## config.mk

```make
export PLATFORM = sky130hd
export DESIGN_NAME = fakeram_fifo_ctrl
export DESIGN_NICKNAME = d
export VERILOG_FILES = /design/src/rtl/fakeram_fifo_pkg.sv /design/src/rtl/fakeram_fifo_obuf.sv /design/src/rtl/fakeram_fifo_ctrl.sv
export SDC_FILE = /design/constraint.sdc
export NUM_CORES = 1
export LEC_CHECK = 0
export BUFFER_PORTS_ARGS = -buffer_cell sky130_fd_sc_hd__buf_2
export CAP_MARGIN = 5
export CORE_MARGIN = 3
export CORE_UTILIZATION = 40
export CTS_BUF_LIST = sky130_fd_sc_hd__clkbuf_16
export CTS_CLUSTER_DIAMETER = 40
export DETAILED_ROUTE_END_ITERATION = 10
export PLACE_DENSITY = 0.72
export RECOVER_POWER = 100
export SYNTH_ARGS = -nofsm -noshare
export SYNTH_HDL_FRONTEND = slang
export SYNTH_SLANG_ARGS = --single-unit
```

## constraint.sdc

```tcl
create_clock -name sys_clk -period 11 [get_ports sys_clk]
set_clock_uncertainty 0.2 [all_clocks]
set_input_delay 0.55 -clock sys_clk [delete_from_list [all_inputs] [get_ports sys_clk]]
set_output_delay 0.55 -clock sys_clk [all_outputs]
set_load 0.03 [all_outputs]
```

## src/rtl/fakeram_fifo_pkg.sv

```systemverilog
`default_nettype none
// ============================================================================
// Module   : fakeram_fifo_pkg
// Purpose  : Default geometry shared by the fakeram-backed FIFO controller.
// Revision : 1.0 - initial release
// ============================================================================
package fakeram_fifo_pkg;

  localparam int DEF_BITS       = 64;
  localparam int DEF_WORD_DEPTH = 64;
  localparam int DEF_ADDR_WIDTH = 6;

  localparam int COUNT_W = DEF_ADDR_WIDTH + 1;
  localparam int LEVEL_W = DEF_ADDR_WIDTH + 2;

endpackage
`default_nettype wire

```

## src/rtl/fakeram_fifo_obuf.sv

```systemverilog
`default_nettype none
// ============================================================================
// Module   : fakeram_fifo_obuf
// Purpose  : Two-entry output buffer that absorbs the SRAM read latency.
// Revision : 1.0 - initial release
// ============================================================================
module fakeram_fifo_obuf
  import fakeram_fifo_pkg::*;
#(
  parameter int BITS = DEF_BITS
) (
  input  logic            clk,
  input  logic            rst,
  input  logic            i_flush,
  input  logic            i_cap_valid,
  input  logic [BITS-1:0] i_cap_data,
  input  logic            i_pop,
  output logic [1:0]      o_count,
  output logic            o_head_valid,
  output logic [BITS-1:0] o_head_data
);

  logic [BITS-1:0] r_head;
  logic [BITS-1:0] r_tail;
  logic [1:0]      r_count;
  logic            w_pop;

  assign w_pop = i_pop && (r_count != 2'd0);

  // Head always lives in r_head, so a pop shifts the tail forward.
  always_ff @(posedge clk) begin
    if (rst || i_flush) begin
      r_count <= 2'd0;
    end else begin
      case ({i_cap_valid, w_pop})
        2'b10: begin
          if (r_count == 2'd0) r_head <= i_cap_data;
          else                 r_tail <= i_cap_data;
          r_count <= r_count + 2'd1;
        end
        2'b01: begin
          r_head  <= r_tail;
          r_count <= r_count - 2'd1;
        end
        2'b11: begin
          if (r_count == 2'd2) begin
            r_head <= r_tail;
            r_tail <= i_cap_data;
          end else begin
            r_head <= i_cap_data;
          end
        end
        default: ;
      endcase
    end
  end

  assign o_count      = r_count;
  assign o_head_valid = (r_count != 2'd0);
  assign o_head_data  = r_head;

endmodule
`default_nettype wire

```

## src/rtl/fakeram_fifo_ctrl.sv

```systemverilog
`default_nettype none
// ============================================================================
// Module   : fakeram_fifo_ctrl
// Purpose  : FWFT FIFO controller over a 1rw1r fakeram macro (rw0 writes, r0 reads).
// Revision : 1.0 - initial release
// ============================================================================
module fakeram_fifo_ctrl
  import fakeram_fifo_pkg::*;
#(
  parameter int BITS       = DEF_BITS,
  parameter int WORD_DEPTH = DEF_WORD_DEPTH,
  parameter int ADDR_WIDTH = DEF_ADDR_WIDTH
) (
  input  logic                  sys_clk,
  input  logic                  sys_rst,
  input  logic                  flush,
  input  logic                  in_valid,
  output logic                  in_ready,
  input  logic [BITS-1:0]       in_data,
  output logic                  out_valid,
  input  logic                  out_ready,
  output logic [BITS-1:0]       out_data,
  output logic [ADDR_WIDTH+1:0] level,
  output logic                  mem_w_ce,
  output logic                  mem_w_we,
  output logic [ADDR_WIDTH-1:0] mem_w_addr,
  output logic [BITS-1:0]       mem_w_data,
  output logic                  mem_r_ce,
  output logic [ADDR_WIDTH-1:0] mem_r_addr,
  input  logic [BITS-1:0]       mem_r_data
);

  localparam int CNT_W = ADDR_WIDTH + 1;
  localparam int LVL_W = ADDR_WIDTH + 2;
  localparam logic [CNT_W-1:0] C_FULL = CNT_W'(WORD_DEPTH);

  logic [ADDR_WIDTH-1:0] r_wr_ptr;
  logic [ADDR_WIDTH-1:0] r_rd_ptr;
  logic [CNT_W-1:0]      r_mem_count;
  logic                  r_inflight;

  logic       w_wr;
  logic       w_rd_fire;
  logic       w_pop;
  logic [1:0] w_obuf_count;
  logic [2:0] w_occ;

  assign in_ready = !sys_rst && !flush && (r_mem_count < C_FULL);
  assign w_wr     = in_valid && in_ready;
  assign w_pop    = out_valid && out_ready;

  // Buffer slots that will be committed after this edge; a pop implies
  // obuf_count >= 1, so the subtraction cannot underflow.
  assign w_occ     = {1'b0, w_obuf_count} + {2'b00, r_inflight} - {2'b00, w_pop};
  assign w_rd_fire = !sys_rst && !flush && (r_mem_count != '0) && (w_occ < 3'd2);

  assign mem_w_ce   = w_wr;
  assign mem_w_we   = w_wr;
  assign mem_w_addr = r_wr_ptr;
  assign mem_w_data = in_data;
  assign mem_r_ce   = w_rd_fire;
  assign mem_r_addr = r_rd_ptr;

  always_ff @(posedge sys_clk) begin
    if (sys_rst || flush) begin
      r_wr_ptr    <= '0;
      r_rd_ptr    <= '0;
      r_mem_count <= '0;
      r_inflight  <= 1'b0;
    end else begin
      if (w_wr)      r_wr_ptr <= r_wr_ptr + 1'b1;
      if (w_rd_fire) r_rd_ptr <= r_rd_ptr + 1'b1;
      r_mem_count <= r_mem_count + CNT_W'(w_wr) - CNT_W'(w_rd_fire);
      r_inflight  <= w_rd_fire;
    end
  end

  fakeram_fifo_obuf #(
    .BITS (BITS)
  ) u_obuf (
    .clk          (sys_clk),
    .rst          (sys_rst),
    .i_flush      (flush),
    .i_cap_valid  (r_inflight),
    .i_cap_data   (mem_r_data),
    .i_pop        (w_pop),
    .o_count      (w_obuf_count),
    .o_head_valid (out_valid),
    .o_head_data  (out_data)
  );

  assign level = LVL_W'(r_mem_count) + LVL_W'(r_inflight) + LVL_W'(w_obuf_count);

endmodule
`default_nettype wire

```

==> flow_metrics.py, run 1 <==
metrics = {
    "sta": {
        "finalCriticalPeriod_ps": 4430,
        "final-hold-violation-count": 0,
        "tns_ps": 0,
        "setup_viol": 0,
        "fin_crit_sh": 0.403,
        "rsz0062_at_grt": "false",
        "max_slew_margin": -1.30,
        "fmax_mhz": 226,
        "worst_pin_slew_ps": 3450,
        "setup_ws_ps": 6570,
        "slew_violations": 183,
    },
    "synth": {
        "syn_nets": 598,
        "yosysWarnings": 0,
        "synthTopCellsByArea": "edfxtp_1 59%, a22o_1 8.6%, buf_4 7.5%",
        "ys_types": 42,
        "netlist_top_cells_count": "128 x edfxtp_1, 65 x buf_4, 64 x a22o_1, 22 x dfxtp_1, 19 x ha_1",
        "synth_top_area_share": 0.592,
        "synth_most_common_cell": "edfxtp_1",
        "async_reset_ff_frac": 0,
        "ys.flop_type": "edfxtp_1",
        "netlist_instances": 442,
        "yosys.area.top_type": "edfxtp_1",
        "synth_seq_cells": 150,
        "ys_seq_area_frac": 0.659,
        "synth_edf_count": 128,
        "netlist_area_um2": 6500,
        "syn_area_per_cell_um2": 14.7,
    },
    "setup_path": {
        "crit_chain": "clkbuf_1 -> or2_0 -> nor2_4 -> clkbuf_1",
        "worst-path-buf-inv": 2,
        "required_ps": 10750,
        "cp_data_arrival_time_ps": 4180,
        "crit_fanout": 64,
        "cp-end-kind": "flop",
        "cpLargestDelayFamily": "buffers and inverters",
        "max_stage_delay_ps": 2440,
        "critical_path_class": "input pin to flop",
        "crit_slowest_cell": "clkbuf_1",
        "rrSetupSlack_ps": 6650,
        "cpMostUsedCell": "clkbuf_1",
        "start_kind": "input pin",
    },
    "floorplanning": {
        "core_area_um2": 15500,
        "start_util": 0.418,
        "io_pins": 286,
        "dieArea_um2": 17800,
        "rows": 45,
        "die-height_um": 133,
        "die_w_um": 133,
    },
    "cts": {
        "cts_root_buf": "clkbuf_16",
        "tritoncts": "done",
        "cts_hold_buf": 0,
        "insertion_delay_ps": 420,
        "numCtsBuffers": 17,
        "cts.sinks": 150,
        "ctsResizeCount": 0,
        "cts_setup_buffers": 0,
        "cts_max_path_buffers": 2,
        "htreeDepth": 4,
        "cts.clk_slew.worst_paths_ps": 60,
    },
    "cells_and_area": {
        "post-route-util": 0.472,
        "nets": 697,
        "stdcell_count": 765,
        "fillCellCount": 1417,
        "synthToLayoutAreaGrowth_pct": 13.0,
        "n_antenna_cell": 0,
        "drive_above_1_share": 0.0957,
    },
    "detailed_routing": {
        "drt_pre_antenna_iters": 4,
        "drt-initial-drc-count": 198,
        "wirelength_mm": 14.2,
        "avgViaCountPerCell": 5.12,
        "num_vias": 3915,
        "drc": 0,
        "ant_nets": 0,
        "post_drt_wl_per_cell_um": 18.6,
    },
    "status": {
        "violations": "max-capacitance violations, max-slew violations",
        "outcome": "finished with violations",
    },
    "grt": {
        "antenna_found_initial": 1,
        "grt_pass1_wl_mm": 21.7,
        "grt_max_degree": 65,
        "grt_util_all_layers": 0.158,
        "overflow": 0,
        "grt_pass1_vias": 3917,
    },
    "place": {
        "hpwl_mm": 9.97,
        "gp_congestion": 0.813,
        "dp.cells": 733,
        "pre_cts_ws_ps": 6910,
        "io_buffers": 157,
    },
    "power_and_ir_drop": {
        "power.density_nw_per_um2": 198,
        "leakage_nw": 2.69,
        "finalPower_mw": 1.46,
        "peakVddDrop_mv": 0.105,
    },
    "run": {
        "maxCapViolCount": 4,
    },
    "hold_path": {
        "worstHoldPathType": "input pin to flop",
    },
}
-- routing by layer --
| metal | vias up | part of all wire | GRT usage |
|---|---|---|---|
| li1 | 1796 | - | - |
| met1 | 1883 | 0.40 | 0.187 |
| met2 | 200 | 0.48 | 0.260 |
| met3 | 34 | 0.097 | 0.0608 |
| met4 | 2 | 0.022 | 0.0629 |
| met5 | - | 0.00091 | 0 |
-- logic make-up after synthesis --
logic type,count (synthesis),synth area share
multiplexers,3,0.00462
adder cells (fa/ha/maj),23,0.0489
AO/OA/AOI/OAI,87,0.107
XOR/XNOR,15,0.0202
AND/OR/NAND/NOR,63,0.0528
flip-flops,150,0.659
buffers and inverters,101,0.107
-- layout make-up --
cell class	count	area, µm²	area share
timing repair buffer	162	633	0.0862
tap	211	264	0.0360
sequential	150	4280	0.584
multi-input combinational	191	1520	0.207
inverter	19	71.3	0.00971
clock inverter	15	141	0.0193
clock buffer	17	425	0.0579
-- sequential cells by signal (all words and copies together), names as in the netlist --
name                flops
u_obuf.o_count          2
u_obuf.r_tail          64
u_obuf.o_head_data     64
r_inflight              1
mem_r_addr              6
mem_w_addr              6
r_mem_count             7
-- worst register-to-register path, delay by kind of cell (launching register included) --
family          cells  cell delay, ps
xor+xnor            1             130
flops               1             530
fa+ha+maj           5            1600
buf+inv             1              40
simple gates        5             760
mux                 1             170
compound gates      3             790
-- layout by cell type, fill, tap and decap left out, types with 2 or more instances in the layout --
| cell | instances |
|---|---|
| clkinv_4 | 2 |
| or3_1 | 4 |
| fa_1 | 4 |
| and3_1 | 3 |
| o21ai_0 | 5 |
| nand2_1 | 8 |
| nand3_1 | 8 |
| nor2_1 | 15 |
| and2_0 | 2 |
| buf_2 | 17 |
| nand4_1 | 3 |
| o21ai_1 | 3 |
| or4b_1 | 2 |
| ha_1 | 19 |
| a22o_1 | 64 |
| clkinvlp_4 | 2 |
| edfxtp_1 | 128 |
| dfxtp_1 | 22 |
| nor2b_1 | 2 |
| mux2i_1 | 3 |
| inv_6 | 5 |
| clkinv_1 | 2 |
| clkbuf_16 | 17 |
| a21oi_1 | 9 |
| clkbuf_1 | 144 |
| nand2b_1 | 3 |
| nor4_1 | 3 |
| nor3_1 | 2 |
| xnor2_1 | 8 |
| inv_8 | 2 |
| inv_1 | 18 |
| xor2_1 | 7 |
-- worst paths after layout --
kind,start,to,depth (start not counted)
hold / removal,mem_r_data[28],u_obuf.r_tail[28],1
setup / recovery,sys_rst,u_obuf.o_head_data[36],4
setup reg to reg,u_obuf.o_count[1],r_mem_count[6],16
hold reg to reg,mem_r_addr[5],mem_r_addr[5],2
-- through the flow --
step	hold slack, ps	instance area, µm²
6_report	120	7340
4_1_cts	97.0	7550
3_3_place_gp	276	6980
3_5_place_dp	292	6980
5_1_grt	98.2	7340
2_1_floorplan	318	6500
-- power by group --
part	total, mW	internal, mW	leakage (nW)	switching [mW]
registers	0.664	0.649	1.33	0.0159
logic	0.240	0.0820	1.08	0.158
clock network	0.551	0.316	0.274	0.235
total	1.46	1.05	2.69	0.409
No activity file was read; power rests on OpenSTA's default activity.
==> run 2, diff against run 1 <==
--- a/config.mk
+++ b/config.mk
@@ -12,7 +12,7 @@
 export CTS_BUF_LIST = sky130_fd_sc_hd__clkbuf_16
 export CTS_CLUSTER_DIAMETER = 40
 export DETAILED_ROUTE_END_ITERATION = 10
-export PLACE_DENSITY = 0.72
+export PLACE_DENSITY = 0.69
 export RECOVER_POWER = 100
 export SYNTH_ARGS = -nofsm -noshare
 export SYNTH_HDL_FRONTEND = slang
==> constraint.sdc (replaced) <==
create_clock -name sys_clk -period 4.3 [get_ports sys_clk]
set_clock_uncertainty 0.2 [all_clocks]
set_input_delay 0.215 -clock sys_clk [delete_from_list [all_inputs] [get_ports sys_clk]]
set_output_delay 0.215 -clock sys_clk [all_outputs]
set_load 0.03 [all_outputs]
==> flow_metrics.py, run 2 (synthesis gave the netlist of run 1 again) <==
metrics = {
    "setup_path": {
        "rrSetupSlack_ps": 450,
        "start_kind": "flop",
        "crit_fanout": 8,
        "reg2reg_depth": 16,
        "timing.rr.end": "r_mem_count[6]",
        "required_ps": 4400,
        "regToRegStartpoint": "u_obuf.o_count[1]",
        "cp_data_arrival_time_ps": 3950,
        "critical_path_class": "flop to flop",
        "cp-end-kind": "flop",
    },
    "floorplanning": {
        "die_w_um": 133,
        "die-height_um": 133,
        "dieArea_um2": 17800,
        "start_util": 0.418,
        "io_pins": 286,
        "rows": 45,
        "core_area_um2": 15500,
    },
    "cts": {
        "cts_root_buf": "clkbuf_16",
        "cts_max_path_buffers": 2,
        "cts.clk_slew.worst_paths_ps": 70,
        "insertion_delay_ps": 420,
        "numCtsBuffers": 17,
        "tritoncts": "done",
        "htreeDepth": 4,
        "cts.sinks": 150,
    },
    "sta": {
        "fin_crit_sh": 0.896,
        "fmax_mhz": 260,
        "worst_pin_slew_ps": 1690,
        "setup_viol": 0,
        "slew_violations": 141,
        "tns_ps": 0,
        "rsz0062_at_grt": "false",
        "final-hold-violation-count": 0,
        "max_slew_margin": -0.128,
        "finalCriticalPeriod_ps": 3850,
    },
    "place": {
        "hpwl_mm": 9.68,
        "io_buffers": 157,
        "gp_congestion": 0.793,
    },
    "power_and_ir_drop": {
        "finalPower_mw": 3.85,
        "leakage_nw": 2.96,
        "power.density_nw_per_um2": 480,
        "peakVddDrop_mv": 0.277,
    },
    "grt": {
        "grt_max_degree": 65,
        "grt_util_all_layers": 0.168,
        "grt_pass1_vias": 4386,
        "grt_pass1_wl_mm": 23.1,
        "antenna_found_initial": 0,
        "overflow": 0,
    },
    "cells_and_area": {
        "fillCellCount": 1368,
        "synthToLayoutAreaGrowth_pct": 23.6,
        "final_cell_mix": "148 x clkbuf_1, 128 x edfxtp_1, 65 x dlygate4sd3_1, 64 x a22o_1, 22 x dfxtp_1",
        "mostFrequentLayoutCell": "clkbuf_1",
        "drive_above_1_share": 0.0871,
        "nets": 763,
        "n_antenna_cell": 0,
    },
    "detailed_routing": {
        "route.met3.wl_mm": 1.33,
        "top_layer_used": "met4",
        "num_vias": 4203,
        "wl_met2_mm": 7.37,
        "post_drt_wl_per_cell_um": 17.8,
        "drt-initial-drc-count": 165,
        "drt-met1-wl_mm": 5.65,
        "ant_nets": 0,
        "avgViaCountPerCell": 5.06,
        "drc": 0,
        "drt_pre_antenna_iters": 4,
        "wirelength_mm": 14.8,
    },
    "hold_path": {
        "worstHoldPathType": "input pin to flop",
        "worstHoldPathCells": 4,
        "whs_endpoint": "mem_w_addr[1]",
        "holdCritStartpoint": "sys_rst",
    },
    "run": {
        "maxCapViolCount": 3,
    },
    "status": {
        "violations": "max-capacitance violations, max-slew violations",
        "outcome": "finished with violations",
    },
}
run 2: cell types whose count changed in the layout (fill, tap and decap cells not counted), sizes merged:
cell / previous run / this run
bufinv: 1 / 2
dlygate4sd3: 0 / 65
inv: 26 / 25
buf: 18 / 12
clkinv: 5 / 2
clkbuf: 161 / 168
clkinvlp: 2 / 5
run 2: metrics by stage:
stage | std cells | cell area (µm²) | hold WS [ps] | worst slack (ps) | utilization
after detailed placement | 734 | 7000 | 209 | 395 | 0.451
final | 831 | 8030 | 47.3 | 448 | 0.517
after CTS | 831 | 8250 | 0.681 | 370 | 0.531
after floorplan | 442 | 6520 | 114 | 155 | -
after global placement | 734 | 7000 | 208 | 536 | 0.451
after global routing | 831 | 8030 | 46.3 | 91.3 | 0.517
run 2: worst max path at each step:
| stage | from | endpoint | slack [ps] | cells past startpoint |
|---|---|---|---|---|
| 2_1_floorplan | u_obuf.o_count[1] | r_mem_count[6] | 160 | 17 |
| 4_1_cts | u_obuf.o_count[1] | r_mem_count[6] | 370 | 16 |
| 3_3_place_gp | u_obuf.o_count[1] | r_mem_count[6] | 540 | 16 |
| 3_5_place_dp | u_obuf.o_count[1] | r_mem_count[6] | 400 | 16 |
| 6_report | u_obuf.o_count[1] | r_mem_count[6] | 450 | 16 |
| 5_1_grt | u_obuf.o_count[1] | r_mem_count[6] | 90 | 16 |
run 2: timing repair:
item / CTS / global route
setup buffers: 0 / 0
endpoints found under the hold margin: 129 / 0
resized for setup: 0 / 0
endpoints found under the setup margin: 0 / 0
hold buffers: 65 / 0
run 2: per-layer routing:
| metal | vias to the layer above | GRT usage |
|---|---|---|
| met3 | 50 | 0.0733 |
| met1 | 2031 | 0.181 |
| met5 | - | 0 |
| li1 | 1922 | - |
| met4 | 0 | 0.0794 |
| met2 | 200 | 0.285 |
run 2: area by class of cell:
cell class,instances,area (µm²),area share
Multi-Input combinational cell,191,1530,0.190
Tap cell,211,264,0.0329
Inverter,19,71.3,0.00888
Sequential cell,150,4280,0.534
Timing Repair Buffer,228,1290,0.160
Clock buffer,17,425,0.0530
Clock inverter,15,169,0.0210
run 2: where the power goes:
group	total [mW]	leakage (nW)	internal (mW)	switching [mW]
logic	0.669	1.36	0.252	0.417
clock network	1.48	0.277	0.868	0.615
registers	1.70	1.33	1.66	0.0406
total	3.85	2.96	2.78	1.07
run 2: critical path, cell delays in order, from the launching register on:
cell and delay (ps):
dfxtp_1 520, nor2_1 160, nor2b_1 180, ha_1 240, nand2b_1 150, fa_1 380
xnor2_1 140, o211ai_2 90, nor2_1 80, ha_1 310, inv_1 40, ha_1 200
fa_1 410, a21oi_1 190, o21ai_0 190, mux2i_1 180, nand4_1 90
